**src/rtl/ps2_cmd_pkg.sv**
```systemverilog
// Shared types and constants for the PS/2 scan-code to game-command decoder.
package ps2_cmd_pkg;

    localparam int unsigned NUM_CMDS = 6;
    localparam int unsigned CMD_W    = 3;

    typedef enum logic [CMD_W-1:0] {
        CMD_LEFT      = 3'd0,
        CMD_RIGHT     = 3'd1,
        CMD_ROTATE    = 3'd2,
        CMD_SOFT_DROP = 3'd3,
        CMD_HARD_DROP = 3'd4,
        CMD_PAUSE     = 3'd5
    } cmd_e;

    // Scan-code set 2 prefixes and the keys of interest
    localparam logic [7:0] SC_EXT   = 8'hE0;
    localparam logic [7:0] SC_BRK   = 8'hF0;
    localparam logic [7:0] SC_LEFT  = 8'h6B;
    localparam logic [7:0] SC_RIGHT = 8'h74;
    localparam logic [7:0] SC_UP    = 8'h75;
    localparam logic [7:0] SC_DOWN  = 8'h72;
    localparam logic [7:0] SC_SPACE = 8'h29;
    localparam logic [7:0] SC_P     = 8'h4D;

    typedef enum logic [1:0] {
        ST_IDLE    = 2'd0,
        ST_EXT     = 2'd1,
        ST_BRK     = 2'd2,
        ST_EXT_BRK = 2'd3
    } dec_state_e;

    typedef struct packed {
        logic hit;
        cmd_e cmd;
    } key_hit_t;

    // Map a final scan code to a command; arrow keys match with or without E0,
    // space and P only without it.
    function automatic key_hit_t decode_key(input logic [7:0] code, input logic ext);
        key_hit_t r;
        r.hit = 1'b1;
        r.cmd = CMD_LEFT;
        case (code)
            SC_LEFT:  r.cmd = CMD_LEFT;
            SC_RIGHT: r.cmd = CMD_RIGHT;
            SC_UP:    r.cmd = CMD_ROTATE;
            SC_DOWN:  r.cmd = CMD_SOFT_DROP;
            SC_SPACE: begin
                r.cmd = CMD_HARD_DROP;
                r.hit = ~ext;
            end
            SC_P: begin
                r.cmd = CMD_PAUSE;
                r.hit = ~ext;
            end
            default:  r.hit = 1'b0;
        endcase
        return r;
    endfunction

endpackage

```
**src/rtl/cmd_fifo.sv**
```systemverilog
// Small command FIFO with a registered head entry and valid/ready read side.
module cmd_fifo #(
    parameter int unsigned WIDTH = 3,
    parameter int unsigned DEPTH = 4
) (
    input  logic                     clock,
    input  logic                     reset,
    input  logic                     push_i,
    input  logic [WIDTH-1:0]         wdata_i,
    input  logic                     ready_i,
    output logic                     valid_o,
    output logic [WIDTH-1:0]         rdata_o,
    output logic                     full_o,
    output logic [$clog2(DEPTH):0]   count_o
);

    localparam int unsigned PTR_W = $clog2(DEPTH);
    localparam int unsigned CNT_W = PTR_W + 1;

    logic [WIDTH-1:0] mem_q [DEPTH];
    logic [PTR_W-1:0] wr_ptr_q;
    logic [PTR_W-1:0] rd_ptr_q;
    logic [PTR_W-1:0] rd_next;
    logic [CNT_W-1:0] count_q;
    logic [CNT_W-1:0] count_d;
    logic             valid_q;
    logic [WIDTH-1:0] head_q;
    logic [WIDTH-1:0] head_d;
    logic             full;
    logic             pop;
    logic             do_push;

    // Handshake decode and next occupancy / next head entry
    always_comb begin
        full    = (count_q == CNT_W'(DEPTH));
        pop     = valid_q & ready_i;
        do_push = push_i & (~full | pop);
        rd_next = rd_ptr_q + PTR_W'(1);
        count_d = count_q;
        head_d  = head_q;
        if (do_push && !pop) begin
            count_d = count_q + CNT_W'(1);
        end else if (pop && !do_push) begin
            count_d = count_q - CNT_W'(1);
        end
        if (pop) begin
            // Next head is the following stored entry, or the incoming one when only one was held
            if (count_q >= CNT_W'(2)) begin
                head_d = mem_q[rd_next];
            end else if (do_push) begin
                head_d = wdata_i;
            end
        end else if (do_push && count_q == '0) begin
            head_d = wdata_i;
        end
    end

    // Storage array; contents are qualified by the pointers so it needs no reset
    always_ff @(posedge clock) begin
        if (do_push) begin
            mem_q[wr_ptr_q] <= wdata_i;
        end
    end

    // Pointers, occupancy and registered head
    always_ff @(posedge clock) begin
        if (reset) begin
            wr_ptr_q <= '0;
            rd_ptr_q <= '0;
            count_q  <= '0;
            valid_q  <= 1'b0;
            head_q   <= '0;
        end else begin
            if (do_push) begin
                wr_ptr_q <= wr_ptr_q + PTR_W'(1);
            end
            if (pop) begin
                rd_ptr_q <= rd_next;
            end
            count_q <= count_d;
            valid_q <= (count_d != '0);
            head_q  <= head_d;
        end
    end

    assign valid_o = valid_q;
    assign rdata_o = head_q;
    assign full_o  = full;
    assign count_o = count_q;

endmodule

```
**src/rtl/ps2_key_cmd_decoder.sv**
```systemverilog
// PS/2 scan-code stream to Tetris command queue with held-key tracking.
module ps2_key_cmd_decoder
    import ps2_cmd_pkg::*;
#(
    parameter int unsigned FIFO_DEPTH       = 4,
    parameter int unsigned PREFIX_TIMEOUT   = 500000,
    parameter int unsigned SOFT_DROP_REPEAT = 1
) (
    input  logic                          clock,
    input  logic                          reset,
    input  logic                          ps2_key_pressed,
    input  logic [7:0]                    ps2_key_data,
    input  logic                          cmd_ready,
    output logic                          cmd_valid,
    output logic [CMD_W-1:0]              cmd_code,
    output logic [NUM_CMDS-1:0]           held,
    output logic                          overflow,
    output logic [$clog2(FIFO_DEPTH):0]   fifo_count
);

    localparam int unsigned TMO_W = (PREFIX_TIMEOUT > 1) ? $clog2(PREFIX_TIMEOUT) : 1;
    localparam logic [TMO_W-1:0] TMO_LAST = TMO_W'(PREFIX_TIMEOUT - 1);

    dec_state_e          state_q, state_d;
    logic [TMO_W-1:0]    tmo_q, tmo_d;
    logic [NUM_CMDS-1:0] held_q, held_d;
    logic                ovf_q, ovf_d;
    logic                ext;
    logic                brk;
    key_hit_t            key;
    logic [NUM_CMDS-1:0] key_oh;
    logic                push;
    logic                pop;
    logic                fifo_full;

    // Prefix tracking, make/break classification, repeat filter and timeout
    always_comb begin
        state_d = state_q;
        tmo_d   = '0;
        held_d  = held_q;
        ovf_d   = ovf_q;
        push    = 1'b0;
        ext     = (state_q == ST_EXT) || (state_q == ST_EXT_BRK);
        brk     = (state_q == ST_BRK) || (state_q == ST_EXT_BRK);
        key     = decode_key(ps2_key_data, ext);
        key_oh  = NUM_CMDS'(1) << key.cmd;
        pop     = cmd_valid & cmd_ready;
        if (ps2_key_pressed) begin
            if (ps2_key_data == SC_EXT) begin
                state_d = ST_EXT;
            end else if (ps2_key_data == SC_BRK) begin
                state_d = ext ? ST_EXT_BRK : ST_BRK;
            end else begin
                state_d = ST_IDLE;
                if (key.hit) begin
                    if (brk) begin
                        held_d = held_q & ~key_oh;
                    end else if ((held_q & key_oh) == '0) begin
                        held_d = held_q | key_oh;
                        push   = 1'b1;
                    end else if (key.cmd == CMD_SOFT_DROP && SOFT_DROP_REPEAT != 0) begin
                        push   = 1'b1;
                    end
                end
            end
        end else if (state_q != ST_IDLE) begin
            // A dangling prefix is abandoned after a quiet interval
            if (tmo_q == TMO_LAST) begin
                state_d = ST_IDLE;
            end else begin
                tmo_d = tmo_q + TMO_W'(1);
            end
        end
        if (push && fifo_full && !pop) begin
            ovf_d = 1'b1;
        end
    end

    // Decoder state registers
    always_ff @(posedge clock) begin
        if (reset) begin
            state_q <= ST_IDLE;
            tmo_q   <= '0;
            held_q  <= '0;
            ovf_q   <= 1'b0;
        end else begin
            state_q <= state_d;
            tmo_q   <= tmo_d;
            held_q  <= held_d;
            ovf_q   <= ovf_d;
        end
    end

    cmd_fifo #(
        .WIDTH (CMD_W),
        .DEPTH (FIFO_DEPTH)
    ) u_fifo (
        .clock   (clock),
        .reset   (reset),
        .push_i  (push),
        .wdata_i (key.cmd),
        .ready_i (cmd_ready),
        .valid_o (cmd_valid),
        .rdata_o (cmd_code),
        .full_o  (fifo_full),
        .count_o (fifo_count)
    );

    assign held     = held_q;
    assign overflow = ovf_q;

endmodule

```
**config.mk**
```make
export PLATFORM = sky130hd
export DESIGN_NAME = ps2_key_cmd_decoder
export DESIGN_NICKNAME = d
export VERILOG_FILES = /design/src/rtl/ps2_cmd_pkg.sv /design/src/rtl/cmd_fifo.sv /design/src/rtl/ps2_key_cmd_decoder.sv
export SDC_FILE = /design/constraint.sdc
export NUM_CORES = 1
export LEC_CHECK = 0
export ABC_AREA = 1
export BUFFER_PORTS_ARGS = -buffer_cell sky130_fd_sc_hd__buf_2
export CORE_MARGIN = 10
export CORE_UTILIZATION = 55
export CTS_CLUSTER_DIAMETER = 100
export DETAILED_ROUTE_END_ITERATION = 16
export PLACE_DENSITY = 0.75
export SLEW_MARGIN = 40
export SYNTH_ARGS = -nofsm -noshare
export SYNTH_HDL_FRONTEND = slang
export SYNTH_SLANG_ARGS = --single-unit
```
**constraint.sdc**
```tcl
create_clock -name clock -period 2.9 [get_ports clock]
set_input_delay 0.58 -clock clock [delete_from_list [all_inputs] [get_ports clock]]
set_output_delay 0.58 -clock clock [all_outputs]
set_load 0.01 [all_outputs]
```
==> results of run 1 <==
==> stage by stage <==
stage / power (uW) / util / cells
finish: 1550 / 0.634 / 450
CTS: 1570 / 0.634 / 450
floorplan: 1040 / - / 353
detailed placement: 1140 / 0.613 / 442
global placement: 1130 / 0.613 / 442
global route: 1650 / 0.634 / 450
==> placed cells by master (no fill, tap or decap), types with 2 or more instances in the layout <==
cell | synthesis | layout
o21a_1 | 3 | 3
nand4_2 | 2 | 2
nor3_1 | 9 | 9
nand3_1 | 30 | 30
a21oi_2 | 2 | 2
ha_1 | 9 | 9
o21ai_0 | 10 | 10
nand4_1 | 5 | 5
clkinv_1 | 2 | 2
nand2_4 | 3 | 3
nor2_4 | 3 | 3
inv_2 | 2 | 2
edfxtp_1 | 12 | 12
nor2_2 | 6 | 6
o211ai_1 | 3 | 3
nor3_4 | 2 | 2
nor2_1 | 36 | 36
nand2_1 | 69 | 69
buf_2 | 0 | 25
inv_1 | 49 | 49
dfxtp_1 | 39 | 39
a31oi_1 | 2 | 2
nand2_2 | 5 | 5
a21oi_1 | 24 | 24
xor2_1 | 5 | 5
clkbuf_8 | 0 | 7
nand3_2 | 3 | 3
o21ai_1 | 3 | 3
==> critical path, stage by stage <==
cell and delay (ps):
buf_2 110, inv_2 40, nor2_2 120, nand2_1 120
a21oi_2 260, nor2_1 100, nand2_2 80, nand2_4 60
nor2_4 140, nand2_4 80, inv_4 90, o21ai_2 110
nor2_1 240
==> synthesized netlist by cell type (2+ instances only) <==
cell      instances  area, sq um
dfxtp_1          39          781
nand3_2           3         30.0
o21ai_1           3         15.0
nor3_4            2         32.5
nand2_2           5         31.3
xor2_1            5         43.8
nor2_1           36          135
nand4_2           2         25.0
nor3_1            9         45.0
inv_2             2         7.51
o211ai_1          3         22.5
inv_1            49          184
nor2_2            6         37.5
nand2_4           3         33.8
o21ai_0          10         50.1
edfxtp_1         12          360
nand4_1           5         31.3
o21a_1            3         22.5
ha_1              9          113
clkinv_1          2         7.51
nor2_4            3         33.8
nand3_1          30          150
a31oi_1           2         12.5
a21oi_2           2         17.5
a21oi_1          24          120
nand2_1          69          259
clkbuf_1          3         11.3
==> final cells by class <==
class,count,area (sq um)
multi-input cells,244,1350
fillers,440,1740
clock buffers,8,100
flip-flops and latches,51,1140
inverters,55,210
well taps,67,83.8
repair buffers,25,125
==> logic make-up after synthesis <==
family | Yosys count | share of synthesized area
AO/OA/AOI/OAI | 51 | 0.110
AND/OR/NAND/NOR | 178 | 0.327
XOR/XNOR | 5 | 0.0161
multiplexers | 1 | 0.00369
buffers and inverters | 58 | 0.0815
adder cells (fa/ha/maj) | 9 | 0.0415
flip-flops | 51 | 0.420
==> routing by layer <==
layer | part of all wire | global-route usage | wire length, um | up-vias
li1 | - | - | - | 1205
met1 | 0.45 | 0.141 | 2320 | 984
met2 | 0.49 | 0.231 | 2530 | 37
met3 | 0.040 | 0.0399 | 206 | 6
met4 | 0.017 | 0.0464 | 89 | 0
met5 | 0 | 0 | 0 | -
==> where the power goes <==
| group | total (uW) | switching (uW) | internal [uW] |
|---|---|---|---|
| Clock | 438 | 220 | 218 |
| Sequential | 797 | 37.0 | 760 |
| Combinational | 320 | 201 | 118 |
| Total | 1550 | 458 | 1100 |
==> worst max-delay path by stage <==
stage / from / to / slack (ps) / depth (start not counted)
global placement: ps2_key_data[7] / u_fifo.mem_q[3][0] / 500 / 16
global route: ps2_key_data[5] / u_fifo.mem_q[3][0] / 560 / 15
finish: ps2_key_data[0] / u_fifo.mem_q[3][0] / 750 / 13
CTS: ps2_key_data[0] / u_fifo.mem_q[3][2] / 760 / 13
detailed placement: ps2_key_data[0] / u_fifo.mem_q[3][2] / 430 / 13
floorplan: ps2_key_data[7] / u_fifo.mem_q[0][0] / 790 / 15
==> impl_metrics.env, run 1 <==
export IMPL_grt_max_degree=15
export IMPL_vdd_drop_max_mv=0.432
export IMPL_drive_gt1_frac=0.178
export IMPL_diodes=0
export IMPL_cp_arrival_ps=2140
export IMPL_cts_path_max_buffers=2
export IMPL_r2r_start="tmo_q[0]"
export IMPL_num_rows=25
export IMPL_cts_htree_levels=2
export IMPL_cts_made_buffers=5
export IMPL_antenna_found_initial=0
export IMPL_finalWorstSetupSlack_ps=751
export IMPL_coreArea_sq_mm=0.00475
export IMPL_pre_cts_slack_ps=427
export IMPL_dp_hpwl_um=4020
export IMPL_clk_pin_slew_worst_paths_ps=80
export IMPL_wire_per_inst_um=11.4
export IMPL_async_flop_share=0
export IMPL_syn_area_sq_mm=0.00272
export IMPL_regToRegSetupSlack_ps=820
export IMPL_setup_viol_count_final=0
export IMPL_layout_min_cycle_time_ps=2150
export IMPL_cts_setup_buffers=0
export IMPL_path_class="in -> reg"
export IMPL_synthCells=353
export IMPL_cts_root_buf="clkbuf_8"
export IMPL_start_kind="input pin"
export IMPL_firstDrtPassIters=4
export IMPL_holdPathEnd="tmo_q[0]"
export IMPL_syn_avg_cell_area_sq_um=7.70
export IMPL_p_per_area_mw_per_mm2=516
export IMPL_clock_latency_ps=310
export IMPL_min_path_type="reg -> reg"
export IMPL_grt_pass1_wl_um=8970
export IMPL_cts_sinks=51
export IMPL_die_area_sq_mm=0.00815
export IMPL_routed_wl_um=5140
export IMPL_tns_ps=0
export IMPL_globalplace_congestion=0.865
export IMPL_die_width_um=90.3
export IMPL_final_area_sq_mm=0.00301
export IMPL_yosys_warnings=0
export IMPL_via_per_inst=4.96
export IMPL_synth_edf_count=12
export IMPL_post_cts_resized=0
export IMPL_syn_nets=374
export IMPL_clock_skew_ps=8.64
export IMPL_hold_depth=1
export IMPL_drt_initial_drc_count=89
export IMPL_syn_to_final_growth_pct=11.0
export IMPL_nets=403
export IMPL_portBuffers=25
export IMPL_cap_violations=0
export IMPL_cts_hold_buf=0
export IMPL_ios=26
export IMPL_maxSlewHeadroom=0.615
export IMPL_fmax_mhz=465
export IMPL_synth_seq_cells=51
export IMPL_status="completed"
export IMPL_die_h_um=90.3
export IMPL_grt_pass1_vias=2108
export IMPL_post_route_period_util=0.741
export IMPL_vias=2232
export IMPL_rr_worst_depth=11
export IMPL_rsz0062_at_grt="no"
export IMPL_antenna_left=0
export IMPL_cts_tree="yes"
export IMPL_start_util=0.571
export IMPL_cellLeakagePower_uw=0.00128
export IMPL_worstSetupEndpointType="register"
export IMPL_seq_area_frac_synth=0.420
export IMPL_min_delay_start="tmo_q[0]"
export IMPL_tightest_slew_ps=572
export IMPL_whs_ps=454
export IMPL_place_area_sq_mm=0.00291
export IMPL_rr_endpoint="tmo_q[18]"
export IMPL_grt_usage=0.130
export IMPL_gr_total_overflow=0
export IMPL_crit_fanout=8
export IMPL_slew_violations=0
export IMPL_hold_violations=0
export IMPL_ys_types=39
export IMPL_synth_top_flop_cell="dfxtp_1"
export IMPL_drc=0
export IMPL_critical_path_required_ps=2890
(Power assumes the default switching activity.)
==> run 2, diff against run 1 <==
- CORE_UTILIZATION: 55 -> 53
- clock period: 2.9 -> 1.8 ns (I/O delays scaled with it)
==> impl_metrics.env, run 2 (synthesis gave the netlist of run 1 again) <==
export IMPL_num_rows=25
export IMPL_place_area_sq_mm=0.00316
export IMPL_clock_latency_ps=300
export IMPL_cp_cell_sequence="nand3_2 -> or2_4 -> nor3_4 -> nand2_2 -> nor3_4 -> nand3_2 -> nor2_4 -> nand3_2 -> nor2_2 -> nand3_1 -> nand2_1 -> nor2_1"
export IMPL_crit_fanout=3
export IMPL_routed_wl_um=6230
export IMPL_clk_pin_slew_worst_paths_ps=90
export IMPL_hold_violations=0
export IMPL_grt_usage=0.140
export IMPL_grt_pass1_wl_um=10000
export IMPL_path_class="reg -> reg"
export IMPL_slew_violations=0
export IMPL_rr_worst_depth=12
export IMPL_critical_path_top_delay_family="simple AND/OR/NAND/NOR gates"
export IMPL_coreArea_sq_mm=0.00485
export IMPL_cp_slowest_cell="dfxtp_4"
export IMPL_p_per_area_mw_per_mm2=711
export IMPL_nets=444
export IMPL_globalplace_congestion=0.840
export IMPL_min_delay_start="ps2_key_pressed"
export IMPL_grt_pass1_vias=2348
export IMPL_startpoint="tmo_q[0]"
export IMPL_portBuffers=25
export IMPL_drc=0
export IMPL_p_int_uw=1720
export IMPL_rsz0062_at_grt="yes"
export IMPL_finalWorstSetupSlack_ps=-42.6
export IMPL_antenna_found_initial=0
export IMPL_cts_sinks=51
export IMPL_cts_path_max_buffers=2
export IMPL_p_seq_frac=0.508
export IMPL_drt_initial_drc_count=128
export IMPL_clock_skew_ps=4.85
export IMPL_rr_endpoint="tmo_q[17]"
export IMPL_cp_depth=12
export IMPL_gr_total_overflow=0
export IMPL_cellLeakagePower_uw=0.00154
export IMPL_final_common_cell="nand2_1"
export IMPL_die_width_um=91.6
export IMPL_cp_arrival_ps=2040
export IMPL_diodes=0
export IMPL_comb_power_share=0.240
export IMPL_min_path_type="in -> reg"
export IMPL_maxSlewHeadroom=0.649
export IMPL_setup_viol_count_final=3
export IMPL_cts_tree="yes"
export IMPL_final_cell_mix="56 x nand2_1, 45 x inv_1, 38 x buf_4, 34 x dfxtp_1, 27 x nor2_1"
export IMPL_power_uw=2530
export IMPL_tightest_slew_ps=521
export IMPL_layout_min_cycle_time_ps=1840
export IMPL_cts_htree_levels=2
export IMPL_swShare=0.319
export IMPL_vias=2501
export IMPL_start_util=0.560
export IMPL_hold_depth=3
export IMPL_antenna_left=0
export IMPL_wire_per_inst_um=12.7
export IMPL_syn_to_final_growth_pct=31.1
export IMPL_firstDrtPassIters=4
export IMPL_switchingPower_uw=808
export IMPL_vdd_drop_max_mv=0.639
export IMPL_die_h_um=91.6
export IMPL_cts_made_buffers=5
export IMPL_critical_path_required_ps=2000
export IMPL_r2r_start="tmo_q[0]"
export IMPL_start_kind="register"
export IMPL_regToRegSetupSlack_ps=-40
export IMPL_path_common_cell="nand3_2"
export IMPL_cap_violations=0
export IMPL_ios=26
export IMPL_cts_root_buf="clkbuf_8"
export IMPL_critical_path_buf_inv_count=0
export IMPL_worstSetupEndpointType="register"
export IMPL_post_route_period_util=1.02
export IMPL_via_per_inst=5.09
export IMPL_violations="negative setup slack"
export IMPL_final_area_sq_mm=0.00356
export IMPL_holdPathEnd="state_q[1]"
export IMPL_drive_gt1_frac=0.349
export IMPL_dp_hpwl_um=4490
export IMPL_cpPeakStageDelay_ps=380
export IMPL_grt_max_degree=16
export IMPL_fmax_mhz=543
export IMPL_clkPwrFrac=0.252
export IMPL_status="finished, violations left"
export IMPL_die_area_sq_mm=0.00839
==> run 2: cell type report <==
class / instances / area, sq um
Tap cell: 67 / 83.8
Clock inverter: 2 / 11.3
Timing Repair Buffer: 66 / 473
Fill cell: 371 / 1290
Clock buffer: 6 / 72.6
Multi-Input combinational cell: 244 / 1550
Sequential cell: 51 / 1150
Inverter: 55 / 220
==> run 2: worst min-delay path, stage by stage <==
cell     delay [ps]
buf_2           120
a21oi_1          50
nor2_1           70
==> run 2: worst max path at each step <==
stage	to	slack (ps)
after floorplan	u_fifo.mem_q[0][0]	-30
after global placement	u_fifo.mem_q[3][1]	-160
after detailed placement	u_fifo.valid_o	-240
after CTS	tmo_q[18]	-40
after global routing	tmo_q[17]	-170
final	tmo_q[17]	-40
==> run 2: metrics by stage <==
stage | hold slack, ps | setup TNS (ps) | std cells | util | worst slack (ps)
after detailed placement | 450 | -4990 | 467 | 0.651 | -244
after global placement | 430 | -3340 | 467 | 0.651 | -164
after global routing | 349 | -1050 | 491 | 0.735 | -170
after floorplan | 418 | -149 | 353 | - | -29.9
after CTS | 334 | -77.9 | 483 | 0.687 | -43.2
final | 337 | -100 | 491 | 0.735 | -42.6
==> run 2: layer usage <==
layer  GRT usage  up-vias  share of wire
met5           0        -              0
met4      0.0379        0          0.016
met3      0.0313        9          0.039
met2       0.267       36           0.53
met1       0.150     1167           0.41
li1            -     1289              -
==> run 2: what timing repair did <==
item / 4_1_cts / 5_1_grt
setup endpoints to repair: 3 / 18
hold endpoints to repair: 0 / 0
resized for setup: 9 / 47
buffers inserted: 8 / 9
hold buffers: 0 / 0
pin swaps: 9 / 20
==> run 2: power by group through the flow <==
stage | clock network, uW | registers, uW | logic (uW)
2_1_floorplan | 0 | 1320 | 367
3_5_place_dp | 0 | 1310 | 555
5_1_grt | 695 | 1300 | 682
6_report | 639 | 1290 | 607
3_3_place_gp | 0 | 1310 | 537
4_1_cts | 653 | 1290 | 558
==> run 3, diff against run 2 <==
--- a/config.mk
+++ b/config.mk
@@ -9,3 +9,3 @@
 export BUFFER_PORTS_ARGS = -buffer_cell sky130_fd_sc_hd__buf_2
-export CORE_MARGIN = 10
+export CORE_MARGIN = 8
 export CORE_UTILIZATION = 53
--- a/constraint.sdc
+++ b/constraint.sdc
@@ -3,2 +3,2 @@
 set_output_delay 0.36 -clock clock [all_outputs]
-set_load 0.01 [all_outputs]
+set_load 0.005 [all_outputs]
==> impl_metrics.env, run 3 (synthesis gave the netlist of run 1 again) <==
export IMPL_crit_fanout=3
export IMPL_cts_tree="yes"
export IMPL_ios=26
export IMPL_diodes=0
export IMPL_clock_skew_ps=8.60
export IMPL_finalWorstSetupSlack_ps=14.0
export IMPL_nets=439
export IMPL_antenna_found_initial=0
export IMPL_slew_violations=0
export IMPL_die_h_um=87.6
export IMPL_coreArea_sq_mm=0.00504
export IMPL_tightest_slew_ps=521
export IMPL_syn_to_final_growth_pct=27.4
export IMPL_grt_max_degree=16
export IMPL_tns_ps=0
export IMPL_final_common_cell="nand2_1"
export IMPL_gr_total_overflow=0
export IMPL_start_util=0.539
export IMPL_clock_latency_ps=310
export IMPL_drt_initial_drc_count=88
export IMPL_vias=2445
export IMPL_vdd_drop_max_mv=0.607
export IMPL_status="completed"
export IMPL_dp_hpwl_um=4310
export IMPL_cts_root_buf="clkbuf_8"
export IMPL_critical_path_required_ps=2010
export IMPL_hold_violations=0
export IMPL_final_cell_mix="59 x nand2_1, 46 x inv_1, 36 x buf_4, 34 x dfxtp_1"
export IMPL_via_per_inst=5.00
export IMPL_fmax_mhz=560
export IMPL_post_route_period_util=0.992
export IMPL_drc=0
export IMPL_wire_per_inst_um=11.7
export IMPL_fillers=395
export IMPL_clk_pin_slew_worst_paths_ps=90
export IMPL_antenna_left=0
export IMPL_portBuffers=25
export IMPL_cellLeakagePower_uw=0.00150
export IMPL_maxSlewHeadroom=0.649
export IMPL_globalplace_congestion=0.859
export IMPL_cts_path_max_buffers=2
export IMPL_cts_sinks=51
export IMPL_grt_usage=0.158
export IMPL_cts_made_buffers=5
export IMPL_setup_viol_count_final=0
export IMPL_cts_htree_levels=2
export IMPL_p_per_area_mw_per_mm2=757
export IMPL_pre_cts_slack_ps=-214
export IMPL_start_kind="register"
export IMPL_drive_gt1_frac=0.325
export IMPL_grt_pass1_wl_um=9630
export IMPL_worstSetupEndpointType="register"
export IMPL_path_class="reg -> reg"
export IMPL_num_rows=26
export IMPL_grt_pass1_vias=2282
export IMPL_rsz0062_at_grt="yes"
export IMPL_cts_hold_buf=0
export IMPL_die_width_um=87.6
export IMPL_firstDrtPassIters=4
export IMPL_layout_min_cycle_time_ps=1790
export IMPL_min_path_type="in -> reg"
export IMPL_die_area_sq_mm=0.00767
export IMPL_cap_violations=0
export IMPL_routed_wl_um=5730
export IMPL_power_uw=2620
export IMPL_cp_arrival_ps=1990
## run 3: stage by stage
stage	instance area [sq um]	utilization	cells	hold slack (ps)
3_3_place_gp	3180	0.630	472	430
6_report	3460	0.686	489	321
2_1_floorplan	2770	-	353	418
5_1_grt	3460	0.686	489	345
3_5_place_dp	3180	0.630	472	442
4_1_cts	3360	0.667	486	310
## run 3: repair_timing
action,CTS,global route
setup endpoints to repair,3,20
setup buffers,6,4
pin swaps,7,9
gates resized for setup,11,20
## run 3: final cells by class
cell class	count	area (sq um)	area share
Multi-Input combinational cell	244	1500	0.433
Sequential cell	51	1150	0.333
Timing Repair Buffer	61	395	0.114
Inverter	55	218	0.0629
Tap cell	70	87.6	0.0253
Clock buffer	5	68.8	0.0199
Clock inverter	3	38.8	0.0112
## run 3: worst max-delay path: stages, from the launching register on
cell and delay (ps):
dfxtp_4 370, nand3_2 80, or2_4 250, nor3_4 140, nand2_2 90, nor3_4 140, nand3_2 110, nor2_4 120
nand3_2 100, nor2_2 110, nand3_1 70, nand2_1 60, nor2_1 40
## run 3: per-layer routing
metal / global-route usage / vias up / part of all wire
met3: 0.0432 / 9 / 0.035
met4: 0.0656 / 0 / 0.018
li1: - / 1279 / -
met2: 0.287 / 37 / 0.51
met1: 0.169 / 1120 / 0.44
met5: 0 / - / 0
## run 3: path summary, 6_finish.rpt
| check | start | end | slack [ps] | cells past startpoint |
|---|---|---|---|---|
| min | ps2_key_pressed | state_q[1] | 320 | 3 |
| max reg2reg | tmo_q[0] | tmo_q[17] | 10 | 12 |
| min reg2reg | tmo_q[0] | tmo_q[0] | 450 | 1 |
| max | tmo_q[0] | tmo_q[17] | 10 | 12 |
## run 3: power breakdown
| part | internal [uW] | switching [uW] | total [uW] |
|---|---|---|---|
| Clock | 407 | 374 | 781 |
| Combinational | 214 | 342 | 555 |
| Sequential | 1220 | 62.0 | 1280 |
